--- src/rtl/univ_shift_reg_n_if.sv ---
// rtl/univ_shift_reg_n_if.sv - control/data bundle for the universal shift register
// Control, data and status signals grouped; clk and CR stay outside as plain ports.
interface univ_shift_reg_n_if #(parameter int WIDTH = 8);
  localparam int CW = $clog2(WIDTH + 1);

  logic [1:0]       mode;
  logic [WIDTH-1:0] par_in;
  logic             SR;
  logic             SL;
  logic             burst_start;
  logic [CW-1:0]    burst_cnt;
  logic             burst_dir;
  logic             rot;
  logic [WIDTH-1:0] Q;
  logic             ser_out_r;
  logic             ser_out_l;
  logic             busy;
  logic             done;

  modport master (
    output mode, par_in, SR, SL, burst_start, burst_cnt, burst_dir, rot,
    input  Q, ser_out_r, ser_out_l, busy, done
  );

  modport slave (
    input  mode, par_in, SR, SL, burst_start, burst_cnt, burst_dir, rot,
    output Q, ser_out_r, ser_out_l, busy, done
  );
endinterface

--- src/rtl/univ_shift_reg_n.sv ---
// rtl/univ_shift_reg_n.sv - N-bit universal shift register with burst shift engine
// Optional ROTATE_EN: rot=1 replaces the serial fill with the wrap-around bit.
module univ_shift_reg_n #(
  parameter int WIDTH = 8
) (
  input  logic                clk,
  input  logic                CR,
  univ_shift_reg_n_if.slave   bus
);
  localparam int CW = $clog2(WIDTH + 1);

  typedef enum logic {IDLE = 1'b0, SHIFT = 1'b1} state_t;

  state_t           r_state, w_state_nxt;
  logic [WIDTH-1:0] r_q, w_q_nxt;
  logic [CW-1:0]    r_cnt, w_cnt_nxt;
  logic             r_dir, w_dir_nxt;
  logic             r_done, w_done_nxt;
  logic [CW-1:0]    w_cnt_clamp;
  logic             w_fill_r_mode, w_fill_l_mode;
  logic             w_fill_r_burst, w_fill_l_burst;

  assign w_cnt_clamp = (bus.burst_cnt > CW'(WIDTH)) ? CW'(WIDTH) : bus.burst_cnt;

`ifdef ROTATE_EN
  logic r_rot, w_rot_nxt;
  assign w_fill_r_mode  = bus.rot ? r_q[WIDTH-1] : bus.SR;
  assign w_fill_l_mode  = bus.rot ? r_q[0]       : bus.SL;
  // Burst uses the rot value captured at start; SR/SL remain live per edge.
  assign w_fill_r_burst = r_rot ? r_q[WIDTH-1] : bus.SR;
  assign w_fill_l_burst = r_rot ? r_q[0]       : bus.SL;
`else
  assign w_fill_r_mode  = bus.SR;
  assign w_fill_l_mode  = bus.SL;
  assign w_fill_r_burst = bus.SR;
  assign w_fill_l_burst = bus.SL;
`endif

  always_comb begin
    w_state_nxt = r_state;
    w_q_nxt     = r_q;
    w_cnt_nxt   = r_cnt;
    w_dir_nxt   = r_dir;
    w_done_nxt  = 1'b0;
`ifdef ROTATE_EN
    w_rot_nxt   = r_rot;
`endif
    case (r_state)
      IDLE: begin
        if (bus.burst_start) begin
          w_cnt_nxt = w_cnt_clamp;
          w_dir_nxt = bus.burst_dir;
`ifdef ROTATE_EN
          w_rot_nxt = bus.rot;
`endif
          if (w_cnt_clamp == '0) w_done_nxt  = 1'b1;
          else                   w_state_nxt = SHIFT;
        end else begin
          case (bus.mode)
            2'b01:   w_q_nxt = {r_q[WIDTH-2:0], w_fill_r_mode};
            2'b10:   w_q_nxt = {w_fill_l_mode, r_q[WIDTH-1:1]};
            2'b11:   w_q_nxt = bus.par_in;
            default: w_q_nxt = r_q;
          endcase
        end
      end
      SHIFT: begin
        w_q_nxt   = r_dir ? {w_fill_l_burst, r_q[WIDTH-1:1]}
                          : {r_q[WIDTH-2:0], w_fill_r_burst};
        w_cnt_nxt = r_cnt - 1'b1;
        if (r_cnt <= CW'(1)) begin
          w_state_nxt = IDLE;
          w_done_nxt  = 1'b1;
        end
      end
      default: w_state_nxt = IDLE;
    endcase
  end

  always_ff @(posedge clk) begin
    if (CR) begin
      r_state <= IDLE;
      r_q     <= '0;
      r_cnt   <= '0;
      r_dir   <= 1'b0;
      r_done  <= 1'b0;
`ifdef ROTATE_EN
      r_rot   <= 1'b0;
`endif
    end else begin
      r_state <= w_state_nxt;
      r_q     <= w_q_nxt;
      r_cnt   <= w_cnt_nxt;
      r_dir   <= w_dir_nxt;
      r_done  <= w_done_nxt;
`ifdef ROTATE_EN
      r_rot   <= w_rot_nxt;
`endif
    end
  end

  assign bus.Q         = r_q;
  assign bus.ser_out_r = r_q[WIDTH-1];
  assign bus.ser_out_l = r_q[0];
  assign bus.busy      = (r_state == SHIFT);
  assign bus.done      = r_done;
endmodule

--- src/flat_wrapper.sv ---
// flat-port wrapper written by rule: the top's interface ports become plain ports
module univ_shift_reg_n_flat 
#(
  parameter int WIDTH = 8
)
  (clk, CR, bus_mode, bus_par_in, bus_SR, bus_SL, bus_burst_start, bus_burst_cnt, bus_burst_dir, bus_rot, bus_Q, bus_ser_out_r, bus_ser_out_l, bus_busy, bus_done);
  univ_shift_reg_n_if #(.WIDTH(WIDTH)) bus_i ();
  input  logic clk;
  input  logic CR;
  input wire logic [$bits(bus_i.mode)-1:0] bus_mode;
  input wire logic [$bits(bus_i.par_in)-1:0] bus_par_in;
  input wire logic [$bits(bus_i.SR)-1:0] bus_SR;
  input wire logic [$bits(bus_i.SL)-1:0] bus_SL;
  input wire logic [$bits(bus_i.burst_start)-1:0] bus_burst_start;
  input wire logic [$bits(bus_i.burst_cnt)-1:0] bus_burst_cnt;
  input wire logic [$bits(bus_i.burst_dir)-1:0] bus_burst_dir;
  input wire logic [$bits(bus_i.rot)-1:0] bus_rot;
  output wire logic [$bits(bus_i.Q)-1:0] bus_Q;
  output wire logic [$bits(bus_i.ser_out_r)-1:0] bus_ser_out_r;
  output wire logic [$bits(bus_i.ser_out_l)-1:0] bus_ser_out_l;
  output wire logic [$bits(bus_i.busy)-1:0] bus_busy;
  output wire logic [$bits(bus_i.done)-1:0] bus_done;
  assign bus_i.mode = bus_mode;
  assign bus_i.par_in = bus_par_in;
  assign bus_i.SR = bus_SR;
  assign bus_i.SL = bus_SL;
  assign bus_i.burst_start = bus_burst_start;
  assign bus_i.burst_cnt = bus_burst_cnt;
  assign bus_i.burst_dir = bus_burst_dir;
  assign bus_i.rot = bus_rot;
  assign bus_Q = bus_i.Q;
  assign bus_ser_out_r = bus_i.ser_out_r;
  assign bus_ser_out_l = bus_i.ser_out_l;
  assign bus_busy = bus_i.busy;
  assign bus_done = bus_i.done;
  univ_shift_reg_n #(.WIDTH(WIDTH)) u_core (.clk(clk), .CR(CR), .bus(bus_i));
endmodule
--- config.mk ---
export PLATFORM = sky130hd
export DESIGN_NAME = univ_shift_reg_n_flat
export DESIGN_NICKNAME = d
export VERILOG_FILES = /design/src/rtl/univ_shift_reg_n_if.sv /design/src/rtl/univ_shift_reg_n.sv /design/src/flat_wrapper.sv
export SDC_FILE = /design/constraint.sdc
export NUM_CORES = 1
export LEC_CHECK = 0
export BUFFER_PORTS_ARGS = -buffer_cell sky130_fd_sc_hd__buf_2
export CORE_MARGIN = 3
export CORE_UTILIZATION = 41
export CTS_CLUSTER_SIZE = 30
export DETAILED_ROUTE_END_ITERATION = 10
export PLACE_DENSITY = 0.67
export SLEW_MARGIN = 40
export SYNTH_ARGS = -nofsm -noshare
export SYNTH_HDL_FRONTEND = slang
export SYNTH_SLANG_ARGS = --single-unit
--- constraint.sdc ---
create_clock -name clk -period 1.4 [get_ports clk]
set_input_delay 0.07 -clock clk [delete_from_list [all_inputs] [get_ports clk]]
set_output_delay 0.07 -clock clk [all_outputs]
set_load 0.1 [all_outputs]
==> qor_table.md <==
| Step | Quantity | Reported |
|:---|:---|:---|
| floorplan | Core Box Area | 2250 um2 |
| synth | Async SR Flop Fraction | 0% |
| setup path | Endpoint kind of the worst setup timing path | output port |
| place | GPL Wtd Cong | 0.846 |
| floorplan | Starting Density | 43.9% |
| synth | Cells after Synth | 107 |
| cts | Clock H-tree levels | 1 |
| floorplan | Die ar. | 3040 um2 |
| timing | Total setup violations reported at the end of the flow | 0 |
| synth | Simple-Gate Fraction of Synth Area | 17.4% |
| cts | Sinks on Clock Net | 15 |
| flow run | Max_cap viols | 0 |
| setup path | Max FO, Critical Path | 15 |
| place | Area after detailed placement | 1170 um2 |
| timing | Unrepaired setup endpoints after global routing | no |
| floorplan | Width of the die | 55.1 um |
| synth | Main combinational cell family by area after synthesis | compound AO/OA/AOI/OAI gates |
| synth | Cell with the most instances after synthesis | dfxtp_1 |
| detailed routing | First drt pass iteration count | 4 |
| synth | Number of register bits inferred by synthesis | 15 |
| global route | Global-route wire length before repair | 3800 um |
| synth | Part of the Yosys area used for sequential elements | 30.3% |
| detailed routing | Detailed-route via count | 933 |
| global route | Largest net degree at the start of global routing | 16 |
| setup path | WS Path Type | reg2out |
| synth | Synthesized area | 990 um2 |
| setup path | Cells along the critical path | buf_2 |
| detailed routing | Number of DRC violations after detailed routing | 0 |
| detailed routing | Total wirelength of the detailed-routed design | 2390 um |
| synth | Post-synth cell types | 31 |
| cts | Buffer depth of the longest clock path | 2 |
| cts | Total of hold buffers inserted after clock tree synthesis | 0 |
| detailed routing | Detail-routed via count per cell | 5.59 |
| cells and area | Post-route cell area | 1200 um2 |
| synth | Post-synth top flop | dfxtp_1 |
| power and ir drop | Power per unit of standard cell area | 991 nW/um2 |
| floorplan | Site row count | 17 |
| timing | Worst hold slack | 0.0345 ns |
| synth | Adder-cell share of the synthesized area | 5.06% |
| global route | GRT Resource Usage Total | 17.3% |
| place | Half-perimeter wire length of the detailed placement result | 1770 um |
| power and ir drop | Power share of the sequential group | 42.8% |
| power and ir drop | Internal power of the cells | 707 uW |
| timing | Worst setup skew after layout | 0.00180 ns |
| timing | Highest achievable clock rate | 0.780 GHz |
| synth | Synth Area per Inst | 9.25 um2 |
| synth | Area leader, netlist | dfxtp_1 |
| setup path | CP delay by family, top | flip-flops |
| cells and area | Net total in the final layout | 165 |
| synth | Mux cell area share after synthesis | 9.10% |
| cts | Clock edge transition at the registers on the reported setup and hold paths | 0.09 ns |
| timing | Shortest period the worst path allows | 1.28 ns |
| cts | Buffer count from post-CTS setup fixing | 0 |
| status | Status | completed |
| power and ir drop | Combinational fraction of design power | 36.0% |
| synth | Synthesized net count | 132 |
| timing | Rel. slew slack | 65.7% |
| min path | Min-delay worst type | in2reg |
| setup path | Slowest CP cell | dfxtp_4 |
| synth | Commonest cells post-synth | dfxtp_1, nor2_1, mux2i_1 |
| cells and area | Area growth from synthesis to layout | 21.1% |
| synth | Compound-Gate Fraction of Synth Area | 30.1% |
| floorplan | Die Y-Extent | 55.1 um |
| cells and area | # diodes | 0 |
| power and ir drop | Net switching power | 481 uW |
| cts | CTS tree | done |
| floorplan | Top-level I/O count | 33 |
| cts | CTS buffer count | 3 |
| synth | Count of warnings emitted by yosys | 0 |
| cells and area | Share of final-layout standard cells stronger than drive strength 1 | 38.1% |
| setup path | Critical path data arrival time | 1.21 ns |
| detailed routing | Drt initial violations | 24 |
| synth | Xor and xnor fraction of the mapped netlist area | 0% |
| power and ir drop | Static leakage | 0.588 nW |
| detailed routing | DR WL/cell | 14.3 um |
| cts | Clock insertion delay at the later pin of the skew report | 0.28 ns |
| timing | Final Hold Violating Endpoints | 0 |
| power and ir drop | Fraction of power consumed by the clock network | 21.2% |
| setup path | Crit-path max cell delay | 0.47 ns |
| place | Buffers added on ports | 31 |
| cts | Count of cells resized by post-cts repair | 0 |
| timing | Share of the cycle needed by the critical path after routing | 91.6% |
| power and ir drop | Switching fraction of total power | 40.5% |
| timing | Number of pins with negative max-slew slack in the final report | 0 |
| synth | Synth top area cells | dfxtp_1, mux2i_1, a221o_1, a22o_1, a21o_1 |
| synth | Fraction of synthesized cell area taken by the top area cell type | 30.3% |
| global route | Leftover overflow at the end of global routing | 0 |
| detailed routing | ANT nets after route | 0 |
| global route | Number of global-route vias before repair | 848 |
| synth | Number of synthesized flops with an enable pin | 0 |
| setup path | Data required time at the worst endpoint | 1.33 ns |
| setup path | Crit start category | flip-flop |
| power and ir drop | Maximum vdd drop | 0.000568 V |
| setup path | Register-to-register setup slack | 0.19 ns |
| cts | Clock root buffer | clkbuf_4 |
| global route | Number of antenna violations at the first check in global routing | 0 |
| timing | Worst slew pin tran | 0.512 ns |
| setup path | Buf+Inv Stages, Crit Path | 1 |
## cells in the final DEF, fill, tap and decap left out, drive strengths merged
| cell type | synthesis | routed |
|---|---|---|
| a221o | 8 | 8 |
| nand3b | 2 | 2 |
| a21o | 8 | 8 |
| a221oi | 1 | 1 |
| a32oi | 1 | 1 |
| a31oi | 2 | 2 |
| nor4 | 2 | 2 |
| a22o | 8 | 8 |
| o21a | 1 | 1 |
| clkbuf | 1 | 3 |
| a21oi | 4 | 4 |
| nor3 | 3 | 3 |
| clkinv | 0 | 1 |
| inv | 5 | 5 |
| nand2 | 2 | 2 |
| nor2 | 13 | 13 |
| nor2b | 3 | 3 |
| dfxtp | 15 | 15 |
| or3 | 1 | 1 |
| buf | 7 | 36 |
| mux2i | 9 | 9 |
| and3b | 1 | 1 |
| ha | 4 | 4 |
| o21ai | 1 | 1 |
| o21ba | 1 | 1 |
| nand3 | 1 | 1 |
| nand2b | 2 | 2 |
| a22oi | 1 | 1 |
## final timing paths
| check | start | end | depth (start not counted) |
|---|---|---|---|
| worst max-delay path | u_core.bus.busy | bus_busy | 1 |
| worst min register to register | u_core.bus.Q[7] | u_core.bus.Q[7] | 1 |
| worst min-delay path | bus_burst_dir | u_core.r_dir | 3 |
| worst max register to register | u_core.r_cnt[0] | u_core.r_cnt[2] | 5 |
## routing by layer
layer  part of all wire (%)  vias to the layer above  routed length [um]  track usage (%)
met1                     50                      446                1190             23.7
met4                   0.75                        0                  18             7.29
li1                       -                      464                   -                -
met2                     45                       21                1080             27.0
met5                      0                        -                   0                0
met3                    4.6                        2                 110             2.41
## through the flow
stage | worst slack, ns | std cells | power (mW) | utilization [%] | setup TNS [ns]
after floorplan | 0.0856 | 107 | 0.854 | - | 0
after global placement | 0.0108 | 163 | 0.933 | 51.9 | 0
after detailed placement | -0.0128 | 163 | 0.943 | 51.9 | -0.0407
after CTS | 0.0999 | 167 | 1.20 | 53.2 | 0
after global routing | 0.0673 | 167 | 1.25 | 53.2 | 0
final | 0.118 | 167 | 1.19 | 53.2 | 0
## kinds of logic after synthesis
kind of cell	Yosys count
flip-flops	15
adder cells (fa/ha/maj)	4
AND/OR/NAND/NOR	30
multiplexers	9
AO/OA/AOI/OAI	36
buffers and inverters	13
## power by group through the flow
stage	sequential [mW]	clock, mW	combinational [mW]
floorplan	0.626	0	0.228
global placement	0.515	0	0.419
detailed placement	0.517	0	0.426
CTS	0.508	0.265	0.428
global route	0.515	0.281	0.455
finish	0.508	0.252	0.428
## tightest hold or removal path: cells and delay by family
family | cells | cell delay, ns
mux | 1 | 0.06
simple gates | 1 | 0.07
buf+inv | 1 | 0.08
## cell type report
cell class | count | area (um2)
sequential | 15 | 314
clock inverter | 1 | 5.00
multi-input combinational | 79 | 611
fill | 238 | 1060
inverter | 5 | 18.8
timing repair buffer | 36 | 193
clock buffer | 3 | 22.5
tap | 28 | 35.0
## state kept, by name (all words and copies together) (netlist names)
signal / cells
u_core.bus.Q: 8
u_core.r_cnt: 4
u_core.bus.busy: 1
u_core.bus.done: 1
u_core.r_dir: 1
Power figures use the tool's default switching activity.
